<file path="config.mk">
export PLATFORM = sky130hd
export DESIGN_NAME = exec_flag_ctrl
export DESIGN_NICKNAME = d
export VERILOG_FILES = /design/src/rtl/exec_flag_ctrl.sv
export SDC_FILE = /design/constraint.sdc
export NUM_CORES = 1
export LEC_CHECK = 0
export ABC_CLOCK_PERIOD_IN_PS = 3900
export CORE_ASPECT_RATIO = 0.75
export CORE_MARGIN = 8
export CORE_UTILIZATION = 45
export DETAILED_ROUTE_END_ITERATION = 10
export PLACE_DENSITY = 0.87
export SLEW_MARGIN = 30
export SYNTH_ARGS = -nofsm -noshare
export SYNTH_HDL_FRONTEND = slang
export SYNTH_SLANG_ARGS = --single-unit
</file>
<file path="constraint.sdc">
create_clock -name clk -period 3.9 [get_ports clk]
set_input_delay 0.78 -clock clk [delete_from_list [all_inputs] [get_ports clk]]
set_output_delay 0.78 -clock clk [all_outputs]
set_load 0.01 [all_outputs]
</file>
<file path="src/rtl/exec_flag_ctrl.sv">
// rtl/exec_flag_ctrl.sv - execute-stage condition-code register controller
//
// Owns the CCR (Z,N,C). It commits ALU flags through an opcode-derived write
// mask, evaluates conditional branches, and saves/restores the CCR on a small
// hardware stack for interrupt entry and RTI.
//
// Ports:
//   clk, rst            clock, asynchronous active-low reset
//   in_valid, in_op     execute-stage instruction valid and 4-bit ALU opcode
//   in_flag_we          instruction may write flags
//   alu_flags           ALU flag results {Z,N,C}
//   stall, flush        execute stage frozen / instruction squashed
//   br_valid, br_cond   conditional branch and its condition (JZ/JN/JC)
//   int_req, rti        interrupt entry / return requests
//   flags               registered CCR {Z,N,C}
//   br_taken            branch condition true (combinational)
//   busy, int_ack       SAVE/RESTORE in progress, SAVE cycle
//   stk_err             sticky stack overflow/underflow
module exec_flag_ctrl #(
    parameter int DEPTH = 2
) (
    input  logic       clk,
    input  logic       rst,
    input  logic       in_valid,
    input  logic [3:0] in_op,
    input  logic       in_flag_we,
    input  logic [2:0] alu_flags,
    input  logic       stall,
    input  logic       flush,
    input  logic       br_valid,
    input  logic [1:0] br_cond,
    input  logic       int_req,
    input  logic       rti,
    output logic [2:0] flags,
    output logic       br_taken,
    output logic       busy,
    output logic       int_ack,
    output logic       stk_err
);

    localparam int PW = $clog2(DEPTH + 1);
    localparam int IW = (DEPTH > 1) ? $clog2(DEPTH) : 1;
    localparam logic [PW-1:0] PTR_FULL = PW'(DEPTH);

    typedef enum logic [1:0] {
        ST_RUN,
        ST_SAVE,
        ST_RESTORE
    } state_t;

    state_t        state_q, state_d;
    logic [2:0]    flags_q, flags_d;
    logic [PW-1:0] ptr_q, ptr_d;
    logic          stk_err_q, stk_err_d;
    logic [2:0]    stack_q [DEPTH];
    logic [2:0]    stack_d [DEPTH];

    logic [2:0]    wr_mask;
    logic [2:0]    wr_val;
    logic [2:0]    br_bit;
    logic          commit;
    logic          br_clear;
    logic [IW-1:0] push_idx;
    logic [IW-1:0] pop_idx;

    // Opcode to per-flag write mask and write value.
    always_comb begin
        wr_mask = 3'b000;
        wr_val  = alu_flags;
        case (in_op)
            4'b0000, 4'b0010, 4'b0101,
            4'b0110, 4'b1011, 4'b1100: wr_mask = 3'b111;
            4'b0011, 4'b0100, 4'b0111: wr_mask = 3'b110;
            4'b1001: begin
                wr_mask = 3'b001;
                wr_val  = 3'b001;
            end
            4'b1010: begin
                wr_mask = 3'b001;
                wr_val  = 3'b000;
            end
            default: wr_mask = 3'b000;
        endcase
    end

    // One-hot select of the CCR bit a branch tests.
    always_comb begin
        case (br_cond)
            2'b01:   br_bit = 3'b100;
            2'b10:   br_bit = 3'b010;
            2'b11:   br_bit = 3'b001;
            default: br_bit = 3'b000;
        endcase
    end

    assign br_taken = br_valid & (|(flags_q & br_bit));
    assign commit   = (state_q == ST_RUN) & in_valid & in_flag_we & ~stall & ~flush;
    assign br_clear = (state_q == ST_RUN) & br_taken & ~stall & ~flush;

    // A push onto a full stack overwrites the top entry.
    assign push_idx = (ptr_q == PTR_FULL) ? IW'(DEPTH - 1) : IW'(ptr_q);
    assign pop_idx  = IW'(ptr_q - PW'(1));

    always_comb begin
        state_d   = state_q;
        flags_d   = flags_q;
        ptr_d     = ptr_q;
        stk_err_d = stk_err_q;
        stack_d   = stack_q;
        case (state_q)
            ST_RUN: begin
                if (!stall) begin
                    if (rti) begin
                        state_d = ST_RESTORE;
                    end else if (int_req) begin
                        state_d = ST_SAVE;
                    end
                end
                if (br_clear) begin
                    flags_d = flags_d & ~br_bit;
                end
                // Applied after the branch clear so a commit to the same bit wins.
                if (commit) begin
                    flags_d = (flags_d & ~wr_mask) | (wr_val & wr_mask);
                end
            end
            ST_SAVE: begin
                stack_d[push_idx] = flags_q;
                if (ptr_q == PTR_FULL) begin
                    stk_err_d = 1'b1;
                end else begin
                    ptr_d = ptr_q + PW'(1);
                end
                flags_d = 3'b000;
                state_d = ST_RUN;
            end
            ST_RESTORE: begin
                if (ptr_q == '0) begin
                    stk_err_d = 1'b1;
                end else begin
                    ptr_d   = ptr_q - PW'(1);
                    flags_d = stack_q[pop_idx];
                end
                state_d = ST_RUN;
            end
            default: state_d = ST_RUN;
        endcase
    end

    always_ff @(posedge clk or negedge rst) begin
        if (!rst) begin
            state_q   <= ST_RUN;
            flags_q   <= 3'b000;
            ptr_q     <= '0;
            stk_err_q <= 1'b0;
            for (int i = 0; i < DEPTH; i++) begin
                stack_q[i] <= 3'b000;
            end
        end else begin
            state_q   <= state_d;
            flags_q   <= flags_d;
            ptr_q     <= ptr_d;
            stk_err_q <= stk_err_d;
            stack_q   <= stack_d;
        end
    end

    assign flags   = flags_q;
    assign busy    = (state_q != ST_RUN);
    assign int_ack = (state_q == ST_SAVE);
    assign stk_err = stk_err_q;

endmodule

</file>
* Yosys cells after proc, flatten, opt, wreduce, memory -nomap -nowiden
Cells that the tools add are included.
** Storage, ports and cells
- Bits in registers :: 14
- Output and inout port bits :: 7
- Logic and storage cells :: 92
** Cells by class
- Bitwise logic cells :: 19
- Order comparisons :: 3
- Muxes and demuxes :: 25
- Reduce and logical (&&, ||, !) cells :: 15
- Add/sub/neg operators :: 2
- Equal/unequal tests :: 22
** Operators by type and width (number)
- $pmux 3 s3 :: 3
- $mux 3 :: 8
- $eq 4x3->1 const B :: 4
- $eq 4x4->1 const B :: 4
- $and 3x3->3 :: 4
- $mux 2 :: 6
- $and 1x1->1 :: 8
- $eq 2x2->1 const B :: 4
- $eq 4x2->1 const B :: 2
- $ne 2x2->1 const B :: 4
- $bwmux 6 :: 1
- $not 3->3 :: 2
- $pmux 3 s2 :: 1
- $reduce_and 3->1 :: 2
- $reduce_or 3->1 :: 2
- $reduce_or 6->1 :: 1
- $eq 2x1->1 const B :: 2
- $ge 2x2->1 const B :: 2
- $logic_not 2->1 :: 2
- $logic_not 4->1 :: 1
- $not 1->2 :: 2
- $pmux 2 s2 :: 1
- $reduce_and 2->1 :: 2
- $reduce_bool 2->1 :: 2
- 13 further kinds :: 16

* Logic depth before layout (Yosys ltp)
Gate-level depths: netlist of run 1.
- Word-level depth :: 14
- Depth in mapped cells :: 7
- Mapped depth without buffers :: 6

* Worst setup path after synthesis of run 1
OpenSTA, ideal clock, no wires.
- Kind :: input to output
- From :: input br_cond[1]
- To :: output br_taken
- Required time :: 3.120 ns
- Data arrival time :: 1.369 ns
- Stages :: 4
- Slack :: 1.751 ns
- Cell sequence :: mux2_2 > nand2_1 > o21ai_0 > and2_1
** On the way
- Longest elaborated chain between the ends :: 5
- Elaborated cells between the ends (all ways) :: 7
- Those cells by class :: eq/ne: 3; mux: 1; bitwise: 2; reduce/logical: 1
** RTL lines
- start, declared :: RTL line 31 : input logic [1:0] br_cond,
- $eq 2x2->1 or $eq 2x1->1 (tied branches) :: RTL line 88 : case (br_cond)
- $pmux 3 s3 * :: RTL line 88
- $and 3x3->3 * :: RTL line 96 : assign br_taken = br_valid & (|(flags_q & br_bit));
- $reduce_or 3->1 * :: RTL line 96
- $and 1x1->1 * :: RTL line 96
- end, declared :: RTL line 35 : output logic br_taken,
Every way passes the cells marked *; elsewhere a longest branch is shown, timed or not.

* Final worst setup path of run 1
Ends and elaborated chain as after synthesis.

==> results of run 1 <==
[kinds of logic (layout without fill, tap and decap cells)]
family	count (synthesis)	in the layout	synth area share (%)
mux	9	9	10.2
flops	14	14	36.6
buf+inv	11	37	4.31
compound gates	27	27	19.9
fa+ha+maj	6	6	7.84
simple gates	36	36	20.3
xor+xnor	1	1	0.915
[metrics by stage]
stage | total power (W) | std cells | hold slack (ns) | util (%) | worst slack (ns)
after floorplan | 0.000396 | 104 | 0.449 | - | 1.75
after global placement | 0.000477 | 150 | 0.454 | 60.6 | 0.712
after detailed placement | 0.000490 | 150 | 0.460 | 60.6 | 0.701
after CTS | 0.000597 | 154 | 0.482 | 62.4 | 0.696
after global routing | 0.000643 | 154 | 0.497 | 62.4 | 0.626
final | 0.000594 | 154 | 0.476 | 62.4 | 0.696
[critical path, delay by kind of cell]
kind / cells / cell delay [ns]
AOI/OAI and AO/OA: 1 / 0.07
buffers and inverters: 2 / 1.01
muxes: 1 / 0.35
and+or+nand+nor: 2 / 0.21
[state kept, by name, summed over array words and instances (netlist names)]
name	flops
state_q	2
ptr_q	2
flags	3
stk_err	1
stack_q	6
[where the power goes]
part / internal, W / switching [W]
sequential: 0.000184 / 0.0000380
clock: 0.0000568 / 0.0000473
combinational: 0.000133 / 0.000135
[path summary, 6_finish.rpt]
check	end	depth (start not counted)	start	slack [ns]
min	stk_err	1	stk_err	0.48
min in group asynchronous	stack_q[5]	1	rst	0.88
max in group asynchronous	state_q[0]	1	rst	2.61
min reg2reg	stk_err	1	stk_err	0.48
max reg2reg	flags[2]	5	ptr_q[0]	2.17
max	br_taken	6	br_cond[1]	0.70
[placed cells by master (no fill, tap or decap), types with 4 or more instances in the layout]
cell type        instances
nand2_1                 10
nand2b_1                 8
dfrtp_1                 14
inv_1                    9
o21ai_0                  5
ha_1                     6
nor3b_1                  4
nor2_1                   6
mux2_2                   5
clkdlybuf4s50_1         24
a21oi_1                  7
[final cells by class]
class                      instances  area share, %
clock buffer                       4           2.89
inverter                           9           2.69
multi-input combinational         79           45.0
sequential                        14           27.9
tap                               24           2.39
timing repair buffer              24           19.1
[per-layer routing]
layer	global-route usage (%)	wire, um
met3	4.99	109
met4	0.875	0
met1	13.6	1060
met2	19.3	1100
met5	0	0
==> metrics.md, run 1 <==
| Metric | Value |
|---|---|
| Status | complete, no violations |
| Area leader, netlist | dfrtp_1 |
| Postcts setup bufs | 0 |
| Final Cycle Share | 82.2% |
| Max-Cap Viols | 0 |
| Ys async rst share | 100% |
| GRT overflow | 0 |
| Multi-input gate area | 566 um^2 |
| Dpl hpwl | approximately 1800 um |
| DRC Markers | 0 |
| Crit path kind | in -> out |
| H-tree depth | 1 |
| Detailed-route via count | 837 |
| Global-route wire length before repair | around 3800 um |
| Initial antenna violation count | 0 |
| Setup TNS | 0 ns |
| CTS tree | done |
| Clk sinks | 14 |
| PD cells | around 470 nW/um^2 |
| Fmax | between 0.3 and 0.4 GHz |
| RSZ-0062 raised after global routing | false |
| Post-layout minimum cycle time | between 3 and 4 ns |
| Final Setup Violations | 0 |
| Most frequent cell after synthesis | dfrtp_1 |
| Fin. Hold Viols | 0 |
| CP cell instances | clkdlybuf4s50_1, mux2_2, nand2_1, o21ai_0, and2_1, clkdlybuf4s50_1 |
| Register area | 350 um^2 |
| Post-synth top flop | dfrtp_1 |
| N_diodes | 0 |
| Initial core utilization | a little under half |
| Post-synth top area share | around 37% |
| Required time worst endpoint | 3.12 ns |
| Worst-path clk slew | 0.08 ns |
| Number of global-route vias before repair | 865 |
| Routed vias/inst | around 5.4 |
| CTS max path bufs | 2 |
| Unique cell type count in the Yosys netlist | 32 |
| CTS Buf Count | 3 |
| P&R area growth vs syn | 31.2% |
| Core Region | roughly 2000 um^2 |
| Yosys warning count | 0 |
| Post-route ant nets | 0 |
| Die height | roughly 56 um |
| Initial DRC Count | 48 |
| Peak VDD IR | 0.000319 V |
| WL per Instance | ~15 um |
| Max FO, Critical Path | 5 |
| Final wirelength | between 2000 and 2500 um |
| Max-slew headroom | about 58% |
| Hold_buf cts | 0 |
| Placer Congestion | approximately 0.77 |
| Drt pass-1 iters | 4 |
| Fraction of layout cells with a size suffix above 1 | between 9 and 10% |
| Post-Syn Area | roughly 960 um^2 |
| CP startpoint kind | primary input |
| Synthesized area per cell | 9.20 um^2 |
| CP max stage delay | around 0.54 ns |
| Final nets | between 150 and 200 |
| # rows | 14 |
| Crit. End Element | output pin |
| Area contributors post-synth | dfrtp_1 (37%), ha_1 (7.8%), mux2_2 (5.9%) |
| Worst Skew | ~0.0093 ns |
| CP dominant cell by count | clkdlybuf4s50_1 |
| Post-synth EDFFs | 0 |
| GRT Total Usage | approximately 11% |
| Leak | roughly 0.55 nW |
| Die area | just under 4000 um^2 |
| Commonest cells post-synth | dfrtp_1 (14), nand2_1 (10), inv_1 (9) |
| Layout fillers | between 150 and 200 |
| Critical Path Slowest Stage Cell | clkdlybuf4s50_1 |
| Syn_nets | about 130 |
| Synth Instances | 104 |
| Max-slew violation count | 0 |
| Placed inst area | about 1200 um^2 |
| Worst skew pair latency | ~0.28 ns |
| Slew @ Worst Pin | 0.627 ns |
| Largest net degree at the start of global routing | 15 |
| Post-cts sizing count | 0 |
| Hold WC Path Type | reg -> reg |
| Synthesized flop and latch total | 14 |
| Seq/Total Area, Yosys | 36.6% |
| Critical path arrival | 2.42 ns |
| Die width | roughly 70 um |
| I/O Buffers | 24 |
| Final Cell Area | between 1000 and 1500 um^2 |
| I/O pin cnt | 25 |
| CTS Root Cell | clkbuf_4 |
(Power assumes the default switching activity.)
==> run 2, diff against run 1 <==
ABC_CLOCK_PERIOD_IN_PS = 3230   (was 3900)
clock period = 3.23 ns   (was 3.9 ns; I/O delays follow)
==> run 2 against run 1 <==
Effect of this change: die area stayed put; register-to-register slack worse by 0.67 ns; hold slack better by 0.012 ns; worst setup slack worse by 0.43 ns; non-clock buffer count stayed put; first-iteration DRC count is 56% lower; sequential share of layout area stayed put; cell count stayed put; critical endpoint unchanged.
==> metrics.md, run 2 (synthesis results as in run 1) <==
| Metric | Value |
|---|---|
| Status | complete, no violations |
| Hold WC Path Type | reg -> reg |
| Clk sinks | 14 (unchanged) |
| Die height | 55.9 um (unchanged) |
| Max-slew violation count | 0 (unchanged) |
| Fin. Hold Viols | 0 (unchanged) |
| Max FO, Critical Path | 5 (unchanged) |
| # rows | 14 (unchanged) |
| Most frequent cells in the layout | clkdlybuf4s50_1 (24), dfrtp_1 (14), nand2_1 (10) |
| Setup TNS | 0 ns (unchanged) |
| Dpl hpwl | 1820 um (+1.0%) |
| Clock power frac | 17.4% (about the same) |
| Final Setup Violations | 0 (unchanged) |
| Final wirelength | 2230 um (-1.8%) |
| Detailed-route via count | 826 (-1.3%) |
| Placer Congestion | 0.773 (unchanged) |
| Hold Path End | stk_err |
| Post-cts sizing count | 0 (unchanged) |
| CTS max path bufs | 2 (unchanged) |
| I/O Buffers | 24 (unchanged) |
| Crit path kind | in -> out |
| Post-route ant nets | 0 (unchanged) |
| RSZ-0062 raised after global routing | false |
| Critical path arrival | 2.32 ns (-0.10 ns) |
| Largest net degree at the start of global routing | 15 (unchanged) |
| Comb power frac | 45.0% (about the same) |
| Largest register FFs | 6 (unchanged) |
| Drt pass-1 iters | 4 (unchanged) |
| Hold Worst Slack | 0.489 ns (+0.0125 ns) |
| Number of global-route vias before repair | 871 (+0.69%) |
| Max-Cap Viols | 0 (unchanged) |
| Fin util | 62.4% (unchanged) |
| Die width | 69.3 um (unchanged) |
| Hold path cells | 1 (unchanged) |
| GRT overflow | 0 (unchanged) |
| Postcts setup bufs | 0 (unchanged) |
| Net Sw Frac | 36.5% (-0.59 points) |
| Required time worst endpoint | 2.58 ns (-0.54 ns) |
| Hold_buf cts | 0 (unchanged) |
| Core Region | 2010 um^2 (unchanged) |
| P&R area growth vs syn | 31.2% (unchanged) |
| Peak VDD IR | 0.000403 V (+26%) |
| Routed length on met1 | 1050 um (-0.85%) |
| Worst R2R Path Depth | 5 (unchanged) |
| CTS tree | done |
| Max-slew headroom | 59.0% (+0.92 points) |
| GRT Total Usage | 12.0% (+0.51 points) |
| Sequential Power Share | 37.6% (+0.2 points) |
| Die area | 3870 um^2 (unchanged) |
| CTS Root Cell | clkbuf_4 |
| RR Endpoint | flags[2] |
| CTS Buf Count | 3 (unchanged) |
| CP startpoint kind | primary input |
| Top reg by flops | stack_q |
| Leak | 0.545 nW (unchanged) |
| Critical R2R Launch | ptr_q[0] |
| Layout fillers | 171 (-8.6%) |
| Multi-input gate area | 566 um^2 (unchanged) |
| Fmax | between 0.3 and 0.4 GHz |
| DRC Markers | 0 (unchanged) |
| Slew @ Worst Pin | 0.613 ns (-0.0137 ns) |
| H-tree depth | 1 (unchanged) |
| Routed vias/inst | 5.36 (-1.3%) |
| Register area | 350 um^2 (unchanged) |
| N_diodes | 0 (unchanged) |
| Worst Skew | 0.00189 ns (-0.00741 ns) |
| Global-route wire length before repair | 3880 um (+1.4%) |
| WL per Instance | 14.5 um (-1.8%) |
| Worst skew pair latency | 0.28 ns (about the same) |
| Post-layout minimum cycle time | just under 3 ns |
| I/O pin cnt | 25 (unchanged) |
| Met3 WL | 83 um (-24%) |
| Fraction of layout cells with a size suffix above 1 | 9.23% (unchanged) |
| Final Cycle Share | a little over 90% |
| Met2 routed WL | 1070 um (-2.9%) |
| Top sig layer | met4 |
| Initial antenna violation count | 0 (unchanged) |
| Initial core utilization | 47.5% (unchanged) |
| Worst-path clk slew | 0.08 ns (about the same) |
| R2r setup slk | 1.50 ns (-0.67 ns) |
| P_int | 0.000451 W (+21%) |
| Crit. End Element | output pin |
| PD cells | 565 nW/um^2 (+20%) |
| Initial DRC Count | 21 (-56%) |
| Most common cell after layout, fill and taps aside | clkdlybuf4s50_1 |
| Min-delay src | stk_err |
| P_sw | 0.000259 W (+18%) |
| Final nets | 155 (unchanged) |
==> run 2: cell counts in the layout (fill, tap and decap cells not counted) <==
Identical to the previous run, type by type.
==> run 2: metal layers <==
| layer | vias up | GRT usage [%] |
|---|---|---|
| met5 | - | 0 |
| met4 | 0 | 4.37 |
| li1 | 427 | - |
| met1 | 381 | 13.9 |
| met2 | 13 | 19.6 |
| met3 | 5 | 4.46 |
==> run 2: power by group through the flow <==
stage	clock network (W)	logic, W	registers [W]
after detailed placement	0	0.000321	0.000271
after global placement	0	0.000307	0.000269
after global routing	0.000136	0.000367	0.000274
final	0.000124	0.000319	0.000267
after CTS	0.000129	0.000323	0.000268
after floorplan	0	0.000224	0.000254
==> run 2: worst max-delay path by stage <==
stage               cells after the start       start  endpoint
detailed placement                      6  br_cond[1]  br_taken
global placement                        6  br_cond[1]  br_taken
CTS                                     6  br_cond[1]  br_taken
finish                                  6  br_cond[1]  br_taken
floorplan                               4  br_cond[1]  br_taken
global route                            6  br_cond[1]  br_taken
==> run 2: layout make-up <==
cell class,instances,area share [%]
inverters,9,2.69
clock buffers,4,2.89
flip-flops and latches,14,27.9
multi-input cells,79,45.0
repair buffers,24,19.1
well taps,24,2.39
==> run 2: metrics by stage <==
step / total power [W] / area (um^2) / instances / setup slack (ns)
detailed placement: 0.000592 / 1220 / 150 / 0.275
global placement: 0.000576 / 1220 / 150 / 0.311
global route: 0.000777 / 1260 / 154 / 0.209
CTS: 0.000719 / 1260 / 154 / 0.275
floorplan: 0.000478 / 957 / 104 / 1.35
finish: 0.000710 / 1260 / 154 / 0.264
==> run 2: critical path: stages <==
cell	delay (ns)
clkdlybuf4s50_1	0.56
mux2_2	0.36
nand2_1	0.06
o21ai_0	0.07
and2_1	0.16
clkdlybuf4s50_1	0.47
==> run 3, diff against run 2 <==
SLEW_MARGIN = 20   (was 30)
==> results of run 3 <==
Same layout as run 2: the final DEF is identical, and so are final timing and power.
